$ cat src/rtl/micro_mult_core.sv
// Sequential 4x4 signed shift-and-add multiplier: a four-state controller sequencing
// operand, shift, accumulator and output registers; one product every 10 cycles.

module ControlUnit (
    input  logic clk,
    input  logic rst_n,
    input  logic flag,
    output logic enA,
    output logic enB,
    output logic enDPO,
    output logic ABsel,
    output logic sr_c1,
    output logic sr_c0,
    output logic enSR,
    output logic SRsel,
    output logic alu_c0,
    output logic alu_c1,
    output logic alu_c2,
    output logic enACC,
    output logic clrACC
);
    typedef enum logic [1:0] {S_LOAD, S_ADD, S_SHIFT, S_OUT} state_t;

    state_t     r_state;
    state_t     w_next;
    logic [1:0] r_i;
    logic [1:0] w_i_next;

    always_ff @(posedge clk or negedge rst_n) begin
        if (!rst_n) begin
            r_state <= S_LOAD;
            r_i     <= '0;
        end else begin
            r_state <= w_next;
            r_i     <= w_i_next;
        end
    end

    always_comb begin
        w_next   = r_state;
        w_i_next = r_i;
        enA      = 1'b0;
        enB      = 1'b0;
        enDPO    = 1'b0;
        ABsel    = 1'b0;
        sr_c1    = 1'b0;
        sr_c0    = 1'b0;
        enSR     = 1'b0;
        SRsel    = 1'b0;
        alu_c0   = 1'b0;
        alu_c1   = 1'b0;
        alu_c2   = 1'b0;
        enACC    = 1'b0;
        clrACC   = 1'b0;
        unique case (r_state)
            S_LOAD: begin
                enA      = 1'b1;
                enB      = 1'b1;
                clrACC   = 1'b1;
                w_i_next = '0;
                w_next   = S_ADD;
            end
            S_ADD: begin
                {sr_c1, sr_c0} = r_i;
                if (flag) begin
                    ABsel = 1'b1;
                    enACC = 1'b1;
                    // The last step carries the multiplier sign bit, so it subtracts.
                    if (r_i == 2'd3) alu_c1 = 1'b1;
                    else             alu_c0 = 1'b1;
                end
                w_next = S_SHIFT;
            end
            S_SHIFT: begin
                enSR     = 1'b1;
                SRsel    = 1'b1;
                w_i_next = r_i + 2'd1;
                w_next   = (r_i == 2'd3) ? S_OUT : S_ADD;
            end
            S_OUT: begin
                enDPO  = 1'b1;
                w_next = S_LOAD;
            end
            default: w_next = S_LOAD;
        endcase
    end
endmodule

module DataPath (
    input  logic       clk,
    input  logic       rst_n,
    input  logic [3:0] i_a,
    input  logic [3:0] i_b,
    input  logic       enA,
    input  logic       enB,
    input  logic       enDPO,
    input  logic       ABsel,
    input  logic       sr_c1,
    input  logic       sr_c0,
    input  logic       enSR,
    input  logic       SRsel,
    input  logic       alu_c0,
    input  logic       alu_c1,
    input  logic       alu_c2,
    input  logic       enACC,
    input  logic       clrACC,
    output logic       flag,
    output logic [7:0] o_out
);
    logic [3:0] r_M;
    logic [3:0] r_Q;
    logic [7:0] r_P;
    logic [7:0] r_OUT;
    logic [7:0] w_msext;
    logic [7:0] w_addend;
    logic [7:0] w_alu;
    logic [3:0] w_q_next;

    assign w_msext  = {{4{r_M[3]}}, r_M};
    assign w_addend = ABsel ? (w_msext << {sr_c1, sr_c0}) : '0;
    assign w_q_next = SRsel ? {1'b0, r_Q[3:1]} : i_b;
    assign flag     = r_Q[0];
    assign o_out    = r_OUT;

    always_comb begin
        w_alu = r_P;
        case ({alu_c2, alu_c1, alu_c0})
            3'b001:  w_alu = r_P + w_addend;
            3'b010:  w_alu = r_P - w_addend;
            default: w_alu = r_P;
        endcase
    end

    always_ff @(posedge clk or negedge rst_n) begin
        if (!rst_n) begin
            r_M   <= '0;
            r_Q   <= '0;
            r_P   <= '0;
            r_OUT <= '0;
        end else begin
            if (enA)
                r_M <= i_a;
            if ((enB && !SRsel) || (enSR && SRsel))
                r_Q <= w_q_next;
            if (clrACC)
                r_P <= '0;
            else if (enACC)
                r_P <= w_alu;
            if (enDPO)
                r_OUT <= r_P;
        end
    end
endmodule

module micro_mult_core (
    input  logic       sys_clk,
    input  logic       nsys_rst,
    input  logic [3:0] inputA,
    input  logic [3:0] inputB,
    output logic [7:0] SMP_out
);
    logic w_enA, w_enB, w_enDPO, w_ABsel, w_sr_c1, w_sr_c0, w_enSR, w_SRsel;
    logic w_alu_c0, w_alu_c1, w_alu_c2, w_enACC, w_clrACC, w_flag;

    ControlUnit u_ctrl (
        .clk    (sys_clk),
        .rst_n  (nsys_rst),
        .flag   (w_flag),
        .enA    (w_enA),
        .enB    (w_enB),
        .enDPO  (w_enDPO),
        .ABsel  (w_ABsel),
        .sr_c1  (w_sr_c1),
        .sr_c0  (w_sr_c0),
        .enSR   (w_enSR),
        .SRsel  (w_SRsel),
        .alu_c0 (w_alu_c0),
        .alu_c1 (w_alu_c1),
        .alu_c2 (w_alu_c2),
        .enACC  (w_enACC),
        .clrACC (w_clrACC)
    );

    DataPath u_dp (
        .clk    (sys_clk),
        .rst_n  (nsys_rst),
        .i_a    (inputA),
        .i_b    (inputB),
        .enA    (w_enA),
        .enB    (w_enB),
        .enDPO  (w_enDPO),
        .ABsel  (w_ABsel),
        .sr_c1  (w_sr_c1),
        .sr_c0  (w_sr_c0),
        .enSR   (w_enSR),
        .SRsel  (w_SRsel),
        .alu_c0 (w_alu_c0),
        .alu_c1 (w_alu_c1),
        .alu_c2 (w_alu_c2),
        .enACC  (w_enACC),
        .clrACC (w_clrACC),
        .flag   (w_flag),
        .o_out  (SMP_out)
    );
endmodule

$ cat config.mk
export PLATFORM = sky130hd
export DESIGN_NAME = micro_mult_core
export DESIGN_NICKNAME = d
export VERILOG_FILES = /design/src/rtl/micro_mult_core.sv
export SDC_FILE = /design/constraint.sdc
export NUM_CORES = 1
export LEC_CHECK = 0
export ABC_AREA = 0
export CAP_MARGIN = 20
export CORE_ASPECT_RATIO = 1.75
export CORE_MARGIN = 3
export CORE_UTILIZATION = 63
export CTS_BUF_LIST = sky130_fd_sc_hd__clkbuf_4
export DETAILED_ROUTE_END_ITERATION = 6
export GPL_TIMING_DRIVEN = 0
export PLACE_DENSITY = 0.94
export SYNTH_ARGS = -nofsm -noshare
export SYNTH_HDL_FRONTEND = slang
export SYNTH_SLANG_ARGS = --single-unit
$ cat constraint.sdc
create_clock -name sys_clk -period 9.92 [get_ports sys_clk]
set_clock_uncertainty 0.15 [all_clocks]
set_input_delay 2.976 -clock sys_clk [delete_from_list [all_inputs] [get_ports sys_clk]]
set_output_delay 2.976 -clock sys_clk [all_outputs]
set_load 0.01 [all_outputs]
==> impl_metrics.py <==
metrics = {
    "logic_synthesis": {
        "synthTopCellsByArea": "sky130_fd_sc_hd__dfrtp_1 38%, sky130_fd_sc_hd__nand2_1 6.5%, sky130_fd_sc_hd__ha_1 6.1%, sky130_fd_sc_hd__o21ai_0 5.2%, sky130_fd_sc_hd__mux2_2 4.9%",
        "synthesis.area_per_instance_um2": 8.91,
        "post_synth_edffs": 0,
        "netlist_area_um2": 1840,
        "synth.net_count": 226,
        "synth_sequential_area_ratio_pct": 38.2,
        "post-synth-top-area-fraction_pct": 38.2,
        "synthesis.instances": 206,
        "synth_async_sr_flop_share_pct": 100,
        "post-synth-top-area-cell": "sky130_fd_sc_hd__dfrtp_1",
        "yosys_most_used_dff": "sky130_fd_sc_hd__dfrtp_1",
        "yosysWarnings": 0,
        "post_synth_num_cell_types": 47,
        "synth-seq-cells": 28,
    },
    "routing": {
        "1st_pass_router_iterations": 4,
        "vias": 1614,
        "postRouteAntennaNets": 0,
        "drcViolationCount": 0,
        "drt_wl_total_mm": 4.24,
        "route.detailed.wl_per_inst_um": 16.6,
        "via_per_inst": 6.33,
        "drt_iter0_markers": 67,
    },
    "critical_path": {
        "critical_path_required_ns": 6.79,
        "setup.worst_path.start_class": "flop",
        "crit_path_cell_trace": "clkdlybuf4s50_1",
        "crit_path_max_incr_delay_ns": 0.54,
        "cp_slowest_cell": "sky130_fd_sc_hd__clkdlybuf4s50_1",
        "gate_family_responsible_for_the_most_delay_along_the_worst_path": "buffers and inverters",
        "worst_ep_arrival_time_ns": 1.28,
        "worstSetupPathType": "flop to output pin",
        "cp-end-kind": "output pin",
        "path_max_fanout": 2,
        "critPathBufInv": 1,
    },
    "clock_tree": {
        "cts_buffer_count": 3,
        "clock_tree.htree_level_count": 1,
        "postCtsResizedCells": 0,
        "cts_root_buffer": "sky130_fd_sc_hd__clkbuf_4",
        "cts.path.max_buffers": 2,
        "hold_buffers": 0,
        "clkTransAtPathRegs_ns": 0.15,
        "clkSinkCount": 28,
        "number_of_post_cts_setup_repair_buffers": 0,
        "tritoncts": "built",
        "worst_skew_pair.late_latency_ns": 0.35,
    },
    "grt": {
        "largest_net_degree_at_the_start_of_global_routing": 20,
        "track_usage_pct": 26.6,
        "grt_overflow_total": 0,
        "antenna_found_initial": 0,
        "grt_pass1_vias": 1639,
        "first_pass_grt_wire_length_mm": 7.16,
    },
    "floorplanning": {
        "top_level_ports": 18,
        "die_height_um": 77.4,
        "initial_utilization_pct": 66.7,
        "placement_rows": 25,
        "dieArea_um2": 3620,
        "die_width_um": 46.8,
        "coreArea_um2": 2750,
    },
    "power_and_ir_drop": {
        "sequential_fraction_of_design_power_pct": 43.0,
        "power_report.internal_total_mw": 0.249,
        "power.switching_fraction_pct": 31.2,
        "pwr-share-clk_pct": 21.5,
        "p_per_area_nw_per_um2": 171,
        "power_frac_comb_pct": 35.6,
        "leakagePower_nw": 0.980,
        "total_switching_power_mw": 0.113,
        "vdd_ir_drop_max_uv": 143,
        "power_mw": 0.362,
    },
    "hold_path": {
        "hold_class": "flop to flop",
    },
    "cells_and_area": {
        "area_growth_pct": 15.5,
        "ratio_of_cells_with_drive_above_1_in_the_final_layout_pct": 9.65,
        "most_used_cells_in_the_layout_excluding_fill_and_tap_cells": "32 x sky130_fd_sc_hd__nand2_1, 28 x sky130_fd_sc_hd__dfrtp_1, 19 x sky130_fd_sc_hd__o21ai_0",
        "antenna_cells": 0,
        "postLayoutCellArea_um2": 2120,
        "mostFrequentLayoutCell": "sky130_fd_sc_hd__nand2_1",
        "fin_nets": 249,
    },
    "sta": {
        "final_min_period_over_clock_period_pct": 44.4,
        "unrepaired_setup_endpoints_after_global_routing": "false",
        "min_period_ns": 4.40,
        "final-setup-viol-count": 0,
        "totalNegativeSetupSlack_ns": 0,
        "worst-slew-pin-transition_ns": 0.536,
        "final-hold-violation-count": 0,
        "timing.final.max_slew_violations": 0,
        "timing.slew.headroom_pct": 64.2,
        "achievable-frequency_ghz": 0.227,
    },
    "placed_design": {
        "place_hpwl_mm": 3.17,
        "global_placer_s_final_weighted_congestion": 0.880,
        "io_buffers": 17,
        "detailed_place.area_um2": 2070,
    },
    "flow_run": {
        "maxCapViolations": 0,
    },
    "outcome": {
        "result_of_the_run": "finished, final reports clean",
    },
}
layer usage:
metal,wire [um],vias up,global-route usage [%]
met5,0,-,0
met1,1640,782,30.2
li1,-,768,-
met3,124,17,1.86
met2,2290,47,46.0
met4,183,0,13.9
power groups by stage:
stage                     sequential, mW  combinational [mW]  clock, mW
after CTS                          0.155               0.129     0.0771
after global routing               0.159               0.141     0.0807
after detailed placement           0.157               0.128          0
after global placement             0.156               0.123          0
after floorplan                    0.158              0.0779          0
final                              0.155               0.129     0.0776
sequential cells by signal, summed over array words and instances (netlist names):
name / count
u_ctrl.r_state: 2
u_ctrl.r_i: 2
u_dp.r_M: 4
u_dp.r_P: 8
u_dp.r_Q: 4
u_dp.o_out: 8
final cells by class:
cell class | instances | area, um2
sequential | 28 | 701
inverter | 9 | 33.8
timing repair buffer | 18 | 198
clock inverter | 1 | 30.0
clock buffer | 3 | 22.5
buffer | 11 | 52.6
multi-input combinational | 158 | 1050
tap | 27 | 33.8
fill | 193 | 633
cell usage after synthesis (all sizes together) (3+ instances only):
cell,number
nor2,11
a21oi,6
buf,4
o21ai,19
dfrtp,28
nor3,4
clkbuf,7
o21a,5
ha,9
mux2,8
inv,9
o31ai,3
nand3,8
nand2b,3
nor2b,4
mux2i,6
a21boi,3
xor2,4
and3,3
nand2,32
cells by family (layout without fill, tap and decap cells):
logic type / count (synthesis) / in the layout / share of synthesized area (%)
fa+ha+maj: 10 / 10 / 7.23
mux: 14 / 14 / 8.18
simple gates: 77 / 77 / 20.7
flops: 28 / 28 / 38.2
xor+xnor: 5 / 5 / 2.39
compound gates: 52 / 52 / 18.7
buf+inv: 20 / 42 / 4.70
worst paths after layout:
check,slack [ns],cells after the start,start,endpoint
worst max-delay path,5.52,1,u_dp.o_out[4],SMP_out[4]
worst min-delay path,0.36,1,u_dp.r_P[7],u_dp.r_P[7]
worst max register to register,5.83,15,u_ctrl.r_state[1],u_dp.r_P[7]
worst min register to register,0.36,1,u_dp.r_P[7],u_dp.r_P[7]
max in group asynchronous,6.35,2,nsys_rst,u_dp.r_P[0]
min in group asynchronous,2.80,1,nsys_rst,u_ctrl.r_i[0]
per-stage QoR:
step                util (%)  worst slack (ns)  hold WS, ns  instances
finish                  77.0              5.52        0.363        255
global route            77.0              5.48        0.382        255
CTS                     77.0              5.52        0.360        255
detailed placement      75.1              5.92        0.338        251
global placement        74.1              5.33        0.316        250
floorplan                  -              6.41        0.294        206
Power figures use the tool's default switching activity.
